File: config.mk
export PLATFORM = sky130hd
export DESIGN_NAME = operand_loader
export DESIGN_NICKNAME = d
export VERILOG_FILES = /design/src/rtl/operand_loader.sv
export SDC_FILE = /design/constraint.sdc
export NUM_CORES = 1
export LEC_CHECK = 0
export BUFFER_PORTS_ARGS = -buffer_cell sky130_fd_sc_hd__buf_4
export CAP_MARGIN = 20
export CORE_ASPECT_RATIO = 0.9
export CORE_MARGIN = 3
export CORE_UTILIZATION = 45
export DETAILED_ROUTE_END_ITERATION = 8
export GPL_ROUTABILITY_DRIVEN = 0
export GPL_TIMING_DRIVEN = 0
export SYNTH_ARGS = -nofsm -noshare
export SYNTH_HDL_FRONTEND = slang
export SYNTH_SLANG_ARGS = --single-unit
export TNS_END_PERCENT = 10
File: constraint.sdc
create_clock -name clk -period 3 [get_ports clk]
set_input_delay 0.6 -clock clk [delete_from_list [all_inputs] [get_ports clk]]
set_output_delay 0.6 -clock clk [all_outputs]
set_load 0.02 [all_outputs]
File: src/rtl/operand_loader.sv
// Byte-stream operand loader: fills vector A then B into a shadow buffer, then
// hands the whole frame to the outer-product consumer while the next frame fills.
module operand_loader #(
    parameter int NA = 15,
    parameter int NB = 16,
    parameter int DW = 8
) (
    input  logic                 clk,
    input  logic                 rst,
    input  logic                 in_valid,
    output logic                 in_ready,
    input  logic signed [DW-1:0] in_data,
    input  logic                 in_last,
    output logic signed [DW-1:0] mat_a [0:NA-1],
    output logic signed [DW-1:0] mat_b [0:NB-1],
    output logic                 start,
    output logic                 busy,
    input  logic                 done_in,
    output logic                 frame_err,
    output logic                 state_dbg
);

    localparam int N  = NA + NB;
    localparam int IW = (N > 1) ? $clog2(N) : 1;
    localparam logic [IW-1:0] LAST_IDX = IW'(N - 1);

    typedef enum logic {
        FILL = 1'b0,
        FULL = 1'b1
    } state_t;

    state_t               state_q;
    logic [IW-1:0]        idx_q;
    logic signed [DW-1:0] buf_a_q [0:NA-1];
    logic signed [DW-1:0] buf_b_q [0:NB-1];
    logic signed [DW-1:0] mat_a_q [0:NA-1];
    logic signed [DW-1:0] mat_b_q [0:NB-1];
    logic                 start_q;
    logic                 busy_q;
    logic                 frame_err_q;

    logic xfer;
    logic busy_eff;
    logic load;

    // Handshake: a byte moves on a rising edge where in_valid and in_ready are
    // both high; in_ready depends only on state (and is held low in reset).
    assign in_ready  = rst & (state_q == FILL);
    assign xfer      = in_valid & in_ready;
    assign busy_eff  = busy_q & ~done_in;
    assign load      = (state_q == FULL) & ~busy_eff;

    assign mat_a     = mat_a_q;
    assign mat_b     = mat_b_q;
    assign start     = start_q;
    assign busy      = busy_q;
    assign frame_err = frame_err_q;
    assign state_dbg = state_q;

    always_ff @(posedge clk or negedge rst) begin
        if (!rst) begin
            state_q     <= FILL;
            idx_q       <= '0;
            start_q     <= 1'b0;
            busy_q      <= 1'b0;
            frame_err_q <= 1'b0;
            for (int i = 0; i < NA; i++) begin
                buf_a_q[i] <= '0;
                mat_a_q[i] <= '0;
            end
            for (int j = 0; j < NB; j++) begin
                buf_b_q[j] <= '0;
                mat_b_q[j] <= '0;
            end
        end else begin
            start_q     <= 1'b0;
            frame_err_q <= 1'b0;
            case (state_q)
                FILL: begin
                    if (xfer) begin
                        for (int i = 0; i < NA; i++) begin
                            if (idx_q == IW'(i)) buf_a_q[i] <= in_data;
                        end
                        for (int j = 0; j < NB; j++) begin
                            if (idx_q == IW'(NA + j)) buf_b_q[j] <= in_data;
                        end
                        // A frame must end exactly on its last element with in_last set.
                        if ((idx_q == LAST_IDX) && in_last) begin
                            state_q <= FULL;
                            idx_q   <= '0;
                        end else if ((idx_q == LAST_IDX) || in_last) begin
                            frame_err_q <= 1'b1;
                            idx_q       <= '0;
                        end else begin
                            idx_q <= idx_q + IW'(1);
                        end
                    end
                end
                FULL: begin
                    if (load) begin
                        mat_a_q <= buf_a_q;
                        mat_b_q <= buf_b_q;
                        start_q <= 1'b1;
                        state_q <= FILL;
                    end
                end
                default: state_q <= FILL;
            endcase
            // A hand-over in the same cycle as done_in keeps busy asserted.
            if (load) begin
                busy_q <= 1'b1;
            end else if (done_in) begin
                busy_q <= 1'b0;
            end
        end
    end

endmodule

==> run metrics, run 1 <==
DP Area 0.0222 mm2; port buffer count 265; share of cells above drive strength 1 60.6%; relative slew slack 31.9%; CP Data Arrival Time 2.16 ns; Final nets 1503; Post-CTS Setup Bufs 0; Core ar. 0.0422 mm2; Worst-path clk slew 0.06 ns; Mapped Area 0.0194 mm2; P_leak 12.5 nW; pin count of the biggest net entering global routing 116; DRC viols 0; CTS Root Cell clkbuf_16; most frequent cell after synthesis dfrtp_1; io pins 266; fin crit period 2.76 ns; Avg Cell Area, Syn 16.7 um2; final setup fails 0; Routed WL 46000 um; initial antenna violation count 0; router iterations before antenna repair 6; post-synth top area cell dfrtp_1; GRT overflow 0; skew final 0.0342 ns; status finished, final reports clean; # rows 71; Switching Fraction 22.2%; worst ir drop on vdd 368 uV; die area 0.0456 mm2; cts bufs inserted 51; placed cells 1975; clock network power share 43.3%; DR vias/cell 5.15; vias in the first global route 11500; first-pass GRT wire length 71200 um; worst path required time 2.40 ns; internal power 11.4 mW; Final period util 92.0%; Gate power share 5.6%; Antenna Nets Post-Route 0; hold crit path type in -> reg; Cell Pwr Density 611 mW/mm2; critical path peak fanout 52; Final Hold Viols 0; Area contributors post-synth dfrtp_1 65%, mux2_2 28%, mux2_4 1.2%; Synth Instances 1158; max incr delay on CP 0.56 ns; Final Non-Filler Cells 2071; WL/cell 22.2 um; Final Max Slew Viols 0; syn nets 1178; HPWL after DPL 31800 um; Synth top area share 65.2%; starting density of the core 45.9%; f_max 0.363 GHz; CP max stage cell dlygate4sd3_1; max cap viols 0; switching power 3.25 mW; die width 225 um; number of flops mapped to enable cells by yosys 0; CP Launch Type input port; Yosys reg bits 505; GR Util All Layers 20.6%; Synth Flop Type dfrtp_1; Crit. End Element output port; RSZ-0062 raised after global routing no; Synth warnings 0; CP Class in -> out; Filler Cell Count 3380; ys async rst share 100%; Worst-Margin Slew 1.02 ns; synth cell count leaders 505 x dfrtp_1, 477 x mux2_2, 30 x buf_2, 25 x clkbuf_1, 16 x mux2_4; clk_lat worst skew 0.60 ns; worst-path cell chain dlygate4sd3_1, buf_8, buf_16, nor2b_1, buf_4; DRT iter0 DRCs 489; CTS tree done; die height 203 um; Reg power frac 51.1%; # H-tree levels 2; final non-filler cell area 0.0239 mm2; clk sinks 505; Vias 10700; post-synth cell types 37; Area Overhead vs Synth 23.4%; CTS max path bufs 3; Seq/Total Area, Yosys 65.2%
==> power groups by stage <==
stage | sequential (mW) | combinational (mW) | clock (mW)
after detailed placement | 7.59 | 0.842 | 0
after CTS | 7.46 | 0.843 | 6.49
after floorplan | 7.51 | 0.529 | 0
after global placement | 7.57 | 0.789 | 0
after global routing | 7.52 | 0.921 | 6.76
final | 7.46 | 0.825 | 6.32
==> layout by cell type (no fill, tap or decap), types with 6 or more instances in the layout <==
cell       synthesis  final
clkinv_2           0      9
mux2_2           477    477
buf_4              4    268
clkbuf_16          0     52
o21ai_0            6      6
clkbuf_8           0     16
mux2_4            16     16
nand3_2           10     10
buf_2             30     30
dfrtp_1          505    505
inv_1              7      7
ha_1               7      7
nand2_2            6      6
clkbuf_1          25     35
nor2_4            13     13
==> path summary, 6_finish.rpt <==
path	from	end	slack, ns	cells past startpoint
max	rst	in_ready	0.24	5
min	in_data[6]	buf_a_q[6]	0.25	2
max reg2reg	busy	mat_a[115]	0.91	6
min reg2reg	buf_a_q[9]	mat_a[9]	0.49	1
max in group asynchronous	rst	mat_b[57]	1.26	4
min in group asynchronous	rst	buf_b_q[18]	0.47	2
==> per-stage QoR <==
step	hold WS, ns	utilization (%)	setup slack [ns]	total power, mW	TNS [ns]
floorplan	0.304	-	1.17	8.04	0
CTS	0.221	56.6	0.0310	14.8	0
finish	0.251	56.7	0.241	14.6	0
detailed placement	0.469	52.6	0.342	8.43	0
global route	0.240	56.7	0.111	15.2	0
global placement	0.464	52.3	-4.76	8.36	-3031.40
==> cell families after synthesis <==
| family | after synthesis | share of synthesized area, % |
|---|---|---|
| simple gates | 69 | 3.11 |
| fa+ha+maj | 7 | 0.452 |
| flops | 505 | 65.2 |
| buf+inv | 73 | 1.88 |
| mux | 496 | 29.1 |
| compound gates | 8 | 0.226 |
==> worst max-delay path: cells and delay by family <==
family	cells	cell delay [ns]
buffers and inverters	4	1.27
AND/OR/NAND/NOR	1	0.24
==> timing repair <==
item                                    4_1_cts  5_1_grt
endpoints found under the setup margin        0        1
hold buffers                                  1        0
endpoints found under the hold margin        26        0
gates resized for setup                       0        0
==> flip-flops by register name, indices dropped and copies added, names as in the netlist, 5 cells and up <==
| name | cells |
|---|---|
| idx_q | 5 |
| mat_a | 120 |
| buf_b_q | 128 |
| buf_a_q | 120 |
| mat_b | 128 |
==> cell type report <==
| cell class | instances | area (um2) | share of cell area (%) |
|---|---|---|---|
| antenna | 2 | 5.00 | 0.0209 |
| buffer | 65 | 335 | 1.40 |
| clock buffer | 77 | 1530 | 6.41 |
| clock inverter | 15 | 139 | 0.581 |
| inverter | 8 | 30.0 | 0.126 |
| multi-input combinational | 580 | 6380 | 26.7 |
| sequential | 505 | 12600 | 52.8 |
| tap | 547 | 684 | 2.86 |
| timing repair buffer | 272 | 2170 | 9.07 |
==> routing by layer <==
metal	routed length (um)	global-route usage, %
met2	21900	33.0
met5	0	0
met1	20100	27.8
met4	1000	5.65
met3	3010	5.80
No activity file was read; power rests on OpenSTA's default activity.
==> inputs of run 2 (changes only) <==
Settings changed: ABC_AREA from default to 1.
==> run metrics, run 2 <==
DRC viols 0; Diodes inserted 0; final non-filler cell area 0.0242 mm2; Fin Setup TNS 0 ns; Seq/Total Area, Yosys 64.5%; starting density of the core 46.2%; CP Launch Type input port; CP top delay family buffers and inverters; share of cells above drive strength 1 17.8%; DP Area 0.0224 mm2; fin crit period 2.11 ns; CTS tree done; # H-tree levels 2; die area 0.0460 mm2; Final Total Pwr 15.1 mW; Synth Instances 2222; Area contributors post-synth dfrtp_1 65%, nand2_1 26%, nand3_1 3.3%; most frequent cell after synthesis nand2_1; initial antenna violation count 0; die height 204 um; status finished, final reports clean; worst path buffer plus inverter count 3; Final period util 70.4%; skew final 0.0124 ns; Worst-Margin Slew 1.04 ns; Avg Cell Area, Syn 8.81 um2; post-synth top area cell dfrtp_1; Antenna Nets Post-Route 0; ys async rst share 100%; Final Non-Filler Cells 3133; placed cells 3038; critical path peak fanout 91; # rows 71; relative slew slack 30.9%; Yosys reg bits 505; Final Max Slew Viols 0; GR Util All Layers 25.0%; Worst-path clk slew 0.06 ns; HPWL after DPL 38700 um; worst-path cell chain buf_8, inv_1, nor2_1, buf_4; clk_lat worst skew 0.58 ns; vias in the first global route 15600; number of flops mapped to enable cells by yosys 0; pin count of the biggest net entering global routing 121; io pins 266; Vias 15600; max cap viols 0; DR vias/cell 4.99; Final nets 2565; first-pass GRT wire length 89200 um; max incr delay on CP 0.49 ns; CP Data Arrival Time 1.51 ns; Final Hold Viols 0; Core ar. 0.0424 mm2; commonest cells after routing, fill and taps aside 1367 x nand2_1, 505 x dfrtp_1, 269 x buf_4, 130 x nand3_1, 54 x clkbuf_1; cts bufs inserted 52; hold_buf cts 0; final core occ 57.1%; CTS max path bufs 3; hold crit path type in -> async; router iterations before antenna repair 5; worst ir drop on vdd 368 uV; Cell Pwr Density 624 mW/mm2; Synth Flop Type dfrtp_1; hold slack final 0.0211 ns; port buffer count 265; Synth top area share 64.5%; most common library cell in the layout ignoring fill and taps nand2_1; CP max stage cell buf_8; setup ws final 0.887 ns; Post-CTS Setup Bufs 0; RSZ-0062 raised after global routing no; Routed WL 56500 um; worst path required time 2.40 ns; die width 226 um; final setup fails 0; post-synth cell types 21; post_cts resized 0; pre-CTS setup slack 0.349 ns; CTS Root Cell clkbuf_16; synth cell count leaders 1367 x nand2_1, 505 x dfrtp_1, 130 x nand3_1, 50 x buf_2, 45 x clkbuf_1; clk sinks 505; Area Overhead vs Synth 23.6%; GRT overflow 0; CP Class in -> out; f_max 0.473 GHz; Crit. End Element output port; Mapped Area 0.0196 mm2; P_leak 14.0 nW; Synth warnings 0; WL/cell 18.0 um; syn nets 2242; DRT iter0 DRCs 1152
==> run 2: cell types whose count changed after synthesis, sizes merged, moves of 17 or more <==
cell    previous run  this run
nand3             13       132
buf               39        57
inv                8        37
nor2              14        31
nand2             11      1385
clkbuf            26        45
mux2             496         0
==> run 2: layout make-up <==
| type | instances | area (um2) |
|---|---|---|
| plain buffers | 102 | 472 |
| clock buffers | 78 | 1580 |
| repair buffers | 269 | 2110 |
| flip-flops and latches | 505 | 12600 |
| multi-input cells | 1577 | 6330 |
| fillers | 3838 | 18200 |
| well taps | 547 | 684 |
| clock inverters | 17 | 245 |
| inverters | 38 | 143 |
==> run 2: power by group <==
part           total [mW]  internal, mW  switching, mW  leakage (nW)
sequential           7.45          7.22          0.229          6.95
clock                6.83          4.14           2.69         0.903
combinational       0.823         0.225          0.598          6.18
total                15.1          11.6           3.52          14.0
==> run 2: worst paths after layout <==
path,cells after the start,slack [ns],startpoint,to
min in group clk,3,0.29,in_data[4],buf_b_q[124]
worst min-delay path,1,0.02,rst,mat_b[28]
worst min register to register,2,0.46,buf_a_q[69],mat_a[69]
max in group asynchronous,4,1.09,rst,mat_b[98]
worst max register to register,8,0.90,idx_q[0],buf_b_q[125]
worst max-delay path,4,0.89,rst,in_ready
==> run 2: layer usage <==
metal  vias to the layer above  track usage, %  wire length [um]
met2                       433            39.2             26100
met5                         -               0                 0
li1                       7455               -                 -
met4                         0            8.62              1830
met1                      7659            35.9             25200
met3                        98            3.91              3430
==> run 2: cell families (layout without fill, tap and decap cells) <==
logic type                 after synthesis  after routing  share of synthesized area, %
DFF                                    505            505                          64.5
and+or+nand+nor                       1549           1549                          31.3
AOI/OAI and AO/OA                       21             21                         0.556
adders and majority gates                7              7                         0.447
buffers and inverters                  140            504                          3.14
